`src/rtl/tlul_pkg.sv`:
```
// TL-UL channel bundles shared by hosts, devices and interconnect blocks.
// Pure type definitions, no logic and no latency.
// Flow control is carried in the a_valid/a_ready and d_valid/d_ready fields.
package tlul_pkg;

    // Host-to-device: A-channel request plus the host's D-channel ready.
    typedef struct packed {
        logic        a_valid;
        logic [2:0]  a_opcode;
        logic [2:0]  a_param;
        logic [1:0]  a_size;
        logic [7:0]  a_source;
        logic [31:0] a_address;
        logic [3:0]  a_mask;
        logic [31:0] a_data;
        logic        d_ready;
    } tl_h2d_t;

    // Device-to-host: D-channel response plus the device's A-channel ready.
    typedef struct packed {
        logic        d_valid;
        logic [2:0]  d_opcode;
        logic [2:0]  d_param;
        logic [1:0]  d_size;
        logic [7:0]  d_source;
        logic        d_sink;
        logic [31:0] d_data;
        logic        d_error;
        logic        a_ready;
    } tl_d2h_t;

endpackage

```
`src/rtl/tlul_host_arb.sv`:
```
// Round-robin arbiter sharing one in-order TL-UL device port among NumHosts hosts.
// Zero-latency combinational grant and D routing; outstanding count updates one cycle later.
// A stall holds the grant on the same host; no grant while MaxOutstanding requests are in flight.
module tlul_host_arb #(
    parameter int  NumHosts       = 3,
    parameter int  MaxOutstanding = 4,
    localparam int IdW            = $clog2(NumHosts),
    localparam int CntW           = $clog2(MaxOutstanding + 1)
) (
    input  logic               clk_i,
    input  logic               rst_i,
    input  tlul_pkg::tl_h2d_t  tl_h_i [NumHosts],
    output tlul_pkg::tl_d2h_t  tl_h_o [NumHosts],
    output tlul_pkg::tl_h2d_t  tl_d_o,
    input  tlul_pkg::tl_d2h_t  tl_d_i,
    output logic [CntW-1:0]    outstanding_o,
    output logic               unexpected_rsp_o
);

    localparam int PtrW = (MaxOutstanding > 1) ? $clog2(MaxOutstanding) : 1;

    // Outstanding host-ID FIFO: one entry per accepted request, popped per response.
    logic [IdW-1:0]  id_mem [MaxOutstanding];
    logic [PtrW-1:0] wr_ptr;
    logic [PtrW-1:0] rd_ptr;
    logic [CntW-1:0] count;

    // Arbitration state.
    logic            lock;
    logic [IdW-1:0]  locked_idx;
    logic [IdW-1:0]  rr_ptr;

    logic            gnt_vld;
    logic [IdW-1:0]  gnt_idx;
    logic [IdW-1:0]  head_idx;
    logic            full;
    logic            empty;
    logic            a_hs;
    logic            d_hs;

    function automatic logic [PtrW-1:0] ptr_inc(input logic [PtrW-1:0] p);
        return (p == PtrW'(MaxOutstanding - 1)) ? '0 : p + 1'b1;
    endfunction

    // Full is taken from the registered count so a same-cycle pop never frees a slot early.
    assign full          = (count == CntW'(MaxOutstanding));
    assign empty         = (count == '0);
    assign head_idx      = id_mem[rd_ptr];
    assign outstanding_o = count;
    assign a_hs          = tl_d_o.a_valid & tl_d_i.a_ready;
    assign d_hs          = ~empty & tl_d_i.d_valid & tl_d_o.d_ready;

    // Grant: stay on a stalled host, otherwise first requester after the last winner.
    always_comb begin
        logic [IdW-1:0] cand;
        int             j;
        gnt_vld = 1'b0;
        gnt_idx = '0;
        cand    = '0;
        j       = 0;
        if (!rst_i && !full) begin
            if (lock) begin
                gnt_vld = 1'b1;
                gnt_idx = locked_idx;
            end else begin
                for (int k = 1; k <= NumHosts; k++) begin
                    j = int'(rr_ptr) + k;
                    if (j >= NumHosts) begin
                        j = j - NumHosts;
                    end
                    cand = IdW'(j);
                    if (!gnt_vld && tl_h_i[cand].a_valid) begin
                        gnt_vld = 1'b1;
                        gnt_idx = cand;
                    end
                end
            end
        end
    end

    // A-channel mux to the device and D-channel routing back to the FIFO-head host.
    always_comb begin
        tl_d_o           = '0;
        unexpected_rsp_o = 1'b0;
        for (int i = 0; i < NumHosts; i++) begin
            tl_h_o[i] = '0;
        end
        if (!rst_i) begin
            if (gnt_vld) begin
                tl_d_o = tl_h_i[gnt_idx];
            end
            // With nothing outstanding a stray beat is accepted and dropped.
            tl_d_o.d_ready   = empty ? 1'b1 : tl_h_i[head_idx].d_ready;
            unexpected_rsp_o = empty & tl_d_i.d_valid;
            for (int i = 0; i < NumHosts; i++) begin
                if (!empty && head_idx == IdW'(i)) begin
                    tl_h_o[i]         = tl_d_i;
                    tl_h_o[i].a_ready = 1'b0;
                end
                if (gnt_vld && gnt_idx == IdW'(i)) begin
                    tl_h_o[i].a_ready = tl_d_i.a_ready;
                end
            end
        end
    end

    // FIFO pointers, count and arbitration state.
    always_ff @(posedge clk_i) begin
        if (rst_i) begin
            wr_ptr     <= '0;
            rd_ptr     <= '0;
            count      <= '0;
            lock       <= 1'b0;
            locked_idx <= '0;
            rr_ptr     <= IdW'(NumHosts - 1);
        end else begin
            if (a_hs) begin
                wr_ptr <= ptr_inc(wr_ptr);
            end
            if (d_hs) begin
                rd_ptr <= ptr_inc(rd_ptr);
            end
            case ({a_hs, d_hs})
                2'b10:   count <= count + 1'b1;
                2'b01:   count <= count - 1'b1;
                default: count <= count;
            endcase
            if (a_hs) begin
                lock   <= 1'b0;
                rr_ptr <= gnt_idx;
            end else if (tl_d_o.a_valid) begin
                lock       <= 1'b1;
                locked_idx <= gnt_idx;
            end
        end
    end

    // Host-ID storage; contents are qualified by count, so no reset is needed.
    always_ff @(posedge clk_i) begin
        if (a_hs) begin
            id_mem[wr_ptr] <= gnt_idx;
        end
    end

endmodule

```
`config.mk`:
```
export PLATFORM = sky130hd
export DESIGN_NAME = tlul_host_arb
export DESIGN_NICKNAME = d
export VERILOG_FILES = /design/src/rtl/tlul_pkg.sv /design/src/rtl/tlul_host_arb.sv
export SDC_FILE = /design/constraint.sdc
export NUM_CORES = 1
export LEC_CHECK = 0
export BUFFER_PORTS_ARGS = -buffer_cell sky130_fd_sc_hd__buf_2
export CAP_MARGIN = 20
export CELL_PAD_IN_SITES_DETAIL_PLACEMENT = 0
export CELL_PAD_IN_SITES_GLOBAL_PLACEMENT = 2
export CORE_AREA = 8 8 214 216
export CTS_CLUSTER_SIZE = 24
export DETAILED_ROUTE_END_ITERATION = 10
export DIE_AREA = 0 0 222 224
export PLACE_DENSITY = 0.65
export REMOVE_ABC_BUFFERS = 1
export SYNTH_ARGS = -nofsm -noshare
export SYNTH_HDL_FRONTEND = slang
export SYNTH_SLANG_ARGS = --single-unit
```
`constraint.sdc`:
```
create_clock -name clk_i -period 2.92 [get_ports clk_i]
set_input_delay 0.584 -clock clk_i [delete_from_list [all_inputs] [get_ports clk_i]]
set_output_delay 0.584 -clock clk_i [all_outputs]
set_load 0.03 [all_outputs]
```
==> impl_metrics.tcl <==
set metrics [dict create \
    ys_seq_area_frac 0.115 \
    hold_violations 0 \
    post-route-min-period_ns 3.32 \
    arrival_ns 2.73 \
    die_width_um 222 \
    setup.worst_path.start_class "register" \
    numCtsBuffers 3 \
    nNetsFinal 1592 \
    fin_skew_ns 0.00404 \
    cts_buffer_depth 2 \
    multiInputGateArea_sq_um 4410 \
    synthDistinctLibCells 52 \
    critical_path.endpoint_type "output pin" \
    drv_slew 0 \
    avgSynthCellArea_sq_um 6.85 \
    violations "negative setup slack" \
    synth_warnings 0 \
    cts_sinks 22 \
    viasPerCell 4.07 \
    total_power_mw 6.16 \
    synth_cells 663 \
    fin_crit_sh 1.14 \
    layout_common_cells "buf_2 (467), nor2_1 (242), buf_4 (133), nand2b_1 (53)" \
    drc 0 \
    gp_congestion 0.865 \
    final_common_cell "buf_2" \
    grtUsageTotal 0.144 \
    cts_tree "done" \
    io_pins 558 \
    n_fill_cell 4796 \
    slew_headroom 0.737 \
    area_delta_synth_final_pct 124 \
    synthArstFlopShare 0 \
    worstPathMaxFanout 8 \
    rsz0062_at_grt "true" \
    p_leak_nw 4.98 \
    antenna_found_initial 13 \
    num_rows 76 \
    netlist_top_cells_area "nor2_1 (20%), mux2i_1 (19%), a2bb2oi_1 (16%), nand2b_1 (7.6%), dfxtp_1 (6.2%)" \
    core_area_sq_um 42500 \
    synth_area_sq_um 4540 \
    setup_ws_ns -0.398 \
    die_y_um 224 \
    ant_nets 0 \
    num_vias 7419 \
    grt-ovfl-total 0 \
    htreeDepth 1 \
    critPathKind "register to output pin" \
    r2r_slack_ns -0.20 \
    ys_seq_elements 22 \
    grt_max_degree 69 \
    grt_pass1_wl_um 54000 \
    hpwl_um 32800 \
    setup_tns_ns -27.61 \
    routed_wl_um 39200 \
    final_layout_size_suffix_gt1_frac 0.623 \
    peakVddDrop_uv 358 \
    io_buffers 557 \
    clk_pin_slew_ns 0.06 \
    setup_viol 90 \
    insertion_delay_ns 0.25 \
    synth_top_flop_cell "dfxtp_1" \
    regArea_sq_um 523 \
    grt_pass1_vias 7917 \
    clock.fmax_mhz 301 \
    floorplan.initialDensity 0.107 \
    worst_slew_pin_slew_ns 0.393 \
    wire_per_inst_um 21.5 \
    synth_area_leader_cell "nor2_1" \
    p_per_area_nw_per_um2 605 \
    cap_violations 0 \
    dieArea_sq_um 49700 \
    pre_cts_ws_ns -0.338 \
    hold_buffers 0 \
    hold_class "register to register" \
    cts.root.buffer_cell "clkbuf_16" \
    drt_iter0_markers 192 \
    path_cells "inv_4, ha_4, nor2b_4, nand4_1, a21oi_4, buf_12, buf_16, buf_12, buf_16, mux2i_4, a2bb2oi_2, nor2_1, buf_4" \
    post-route-util 0.239 \
    dr.pass1.iters 4 \
    holdWs_ns 0.498 \
    slowest_delay_ns 0.35 \
    crit_required_ns 2.34 \
    synth_top_area_frac 0.201 \
    slowest_stage "dfxtp_2" \
    synth_enable_flop_cells 8 \
    outcome "finished, violations left" \
]
-- final cells by class --
class | instances | area share
Timing Repair Buffer | 668 | 0.430
Multi-Input combinational cell | 559 | 0.433
Inverter | 16 | 0.00615
Tap cell | 546 | 0.0672
Clock inverter | 1 | 0.00295
Clock buffer | 3 | 0.00738
Antenna cell | 7 | 0.00172
Sequential cell | 22 | 0.0514
-- cells in the mapped netlist, drive strengths merged, types with 2 or more instances --
master,count
and2,5
ha,9
edfxtp,8
inv,16
nand3b,4
nand3,6
nand2,6
a31oi,4
nor3,2
nor4,2
a311oi,2
a22oi,2
a211o,4
buf,31
xor2,2
clkbuf,35
dfxtp,14
nor3b,4
mux2i,87
a21oi,7
nand2b,57
nor2b,3
mux4,2
nor2,243
a2bb2oi,84
or3,5
o21ai,4
-- registers in the layout (all words and copies together) (netlist names), named ones only --
register,cells
id_mem,8
outstanding_o,3
locked_idx,2
rd_ptr,2
rr_ptr,2
wr_ptr,2
lock,1
-- through the flow --
| stage | area [sq um] | std cells |
|---|---|---|
| after floorplan | 4200 | 597 |
| after global placement | 8490 | 1779 |
| after detailed placement | 8490 | 1779 |
| after CTS | 9540 | 1804 |
| after global routing | 10200 | 1819 |
| final | 10200 | 1822 |
-- routing by layer --
metal  global-route usage  share of wire  up-vias
li1                     -              -     3530
met1                0.135           0.34     3422
met2                0.275           0.53      410
met3               0.0548          0.089       51
met4               0.0631          0.042        6
met5                    0        0.00092        -
-- path summary, 6_finish.rpt --
path | start | endpoint | depth (start not counted)
worst min register to register | rd_ptr[0] | rd_ptr[0] | 2
worst min-delay path | rd_ptr[0] | rd_ptr[0] | 2
worst max-delay path | rr_ptr[1] | tl_d_o[59] | 13
worst max register to register | rr_ptr[0] | outstanding_o[2] | 17
-- critical path, delay by kind of cell, from the launching register on --
kind / cells / cell delay [ns]
adder cells (fa/ha/maj): 1 / 0.30
AND/OR/NAND/NOR: 3 / 0.37
multiplexers: 1 / 0.26
flip-flops: 1 / 0.35
buffers and inverters: 6 / 0.79
AO/OA/AOI/OAI: 2 / 0.39
-- logic make-up (layout without fill, tap and decap cells) --
family                     Yosys count  count (layout)  share of synthesized area
and+or+nand+nor                    340             340                      0.336
DFF                                 22              22                      0.115
AOI/OAI and AO/OA                  118             118                      0.227
muxes                               89              89                      0.202
adders and majority gates           10              10                     0.0292
buffers and inverters               82             688                     0.0879
other                                0               7                          0
xor gates and xnor gates             2               2                    0.00386
-- what timing repair did --
| action | in CTS | in global routing |
|---|---|---|
| pin swaps | 22 | 20 |
| buffers inserted | 24 | 8 |
| gates cloned | 2 | 4 |
| endpoints found under the hold margin | 0 | 0 |
| endpoints found under the setup margin | 129 | 137 |
| resized for setup | 161 | 130 |
-- where the power goes --
part           total [mW]  switching [mW]  internal (mW)
registers           0.397          0.0320          0.365
clock network       0.384           0.112          0.272
logic                5.38            2.99           2.39
total                6.16            3.13           3.03
(Power assumes the default switching activity.)
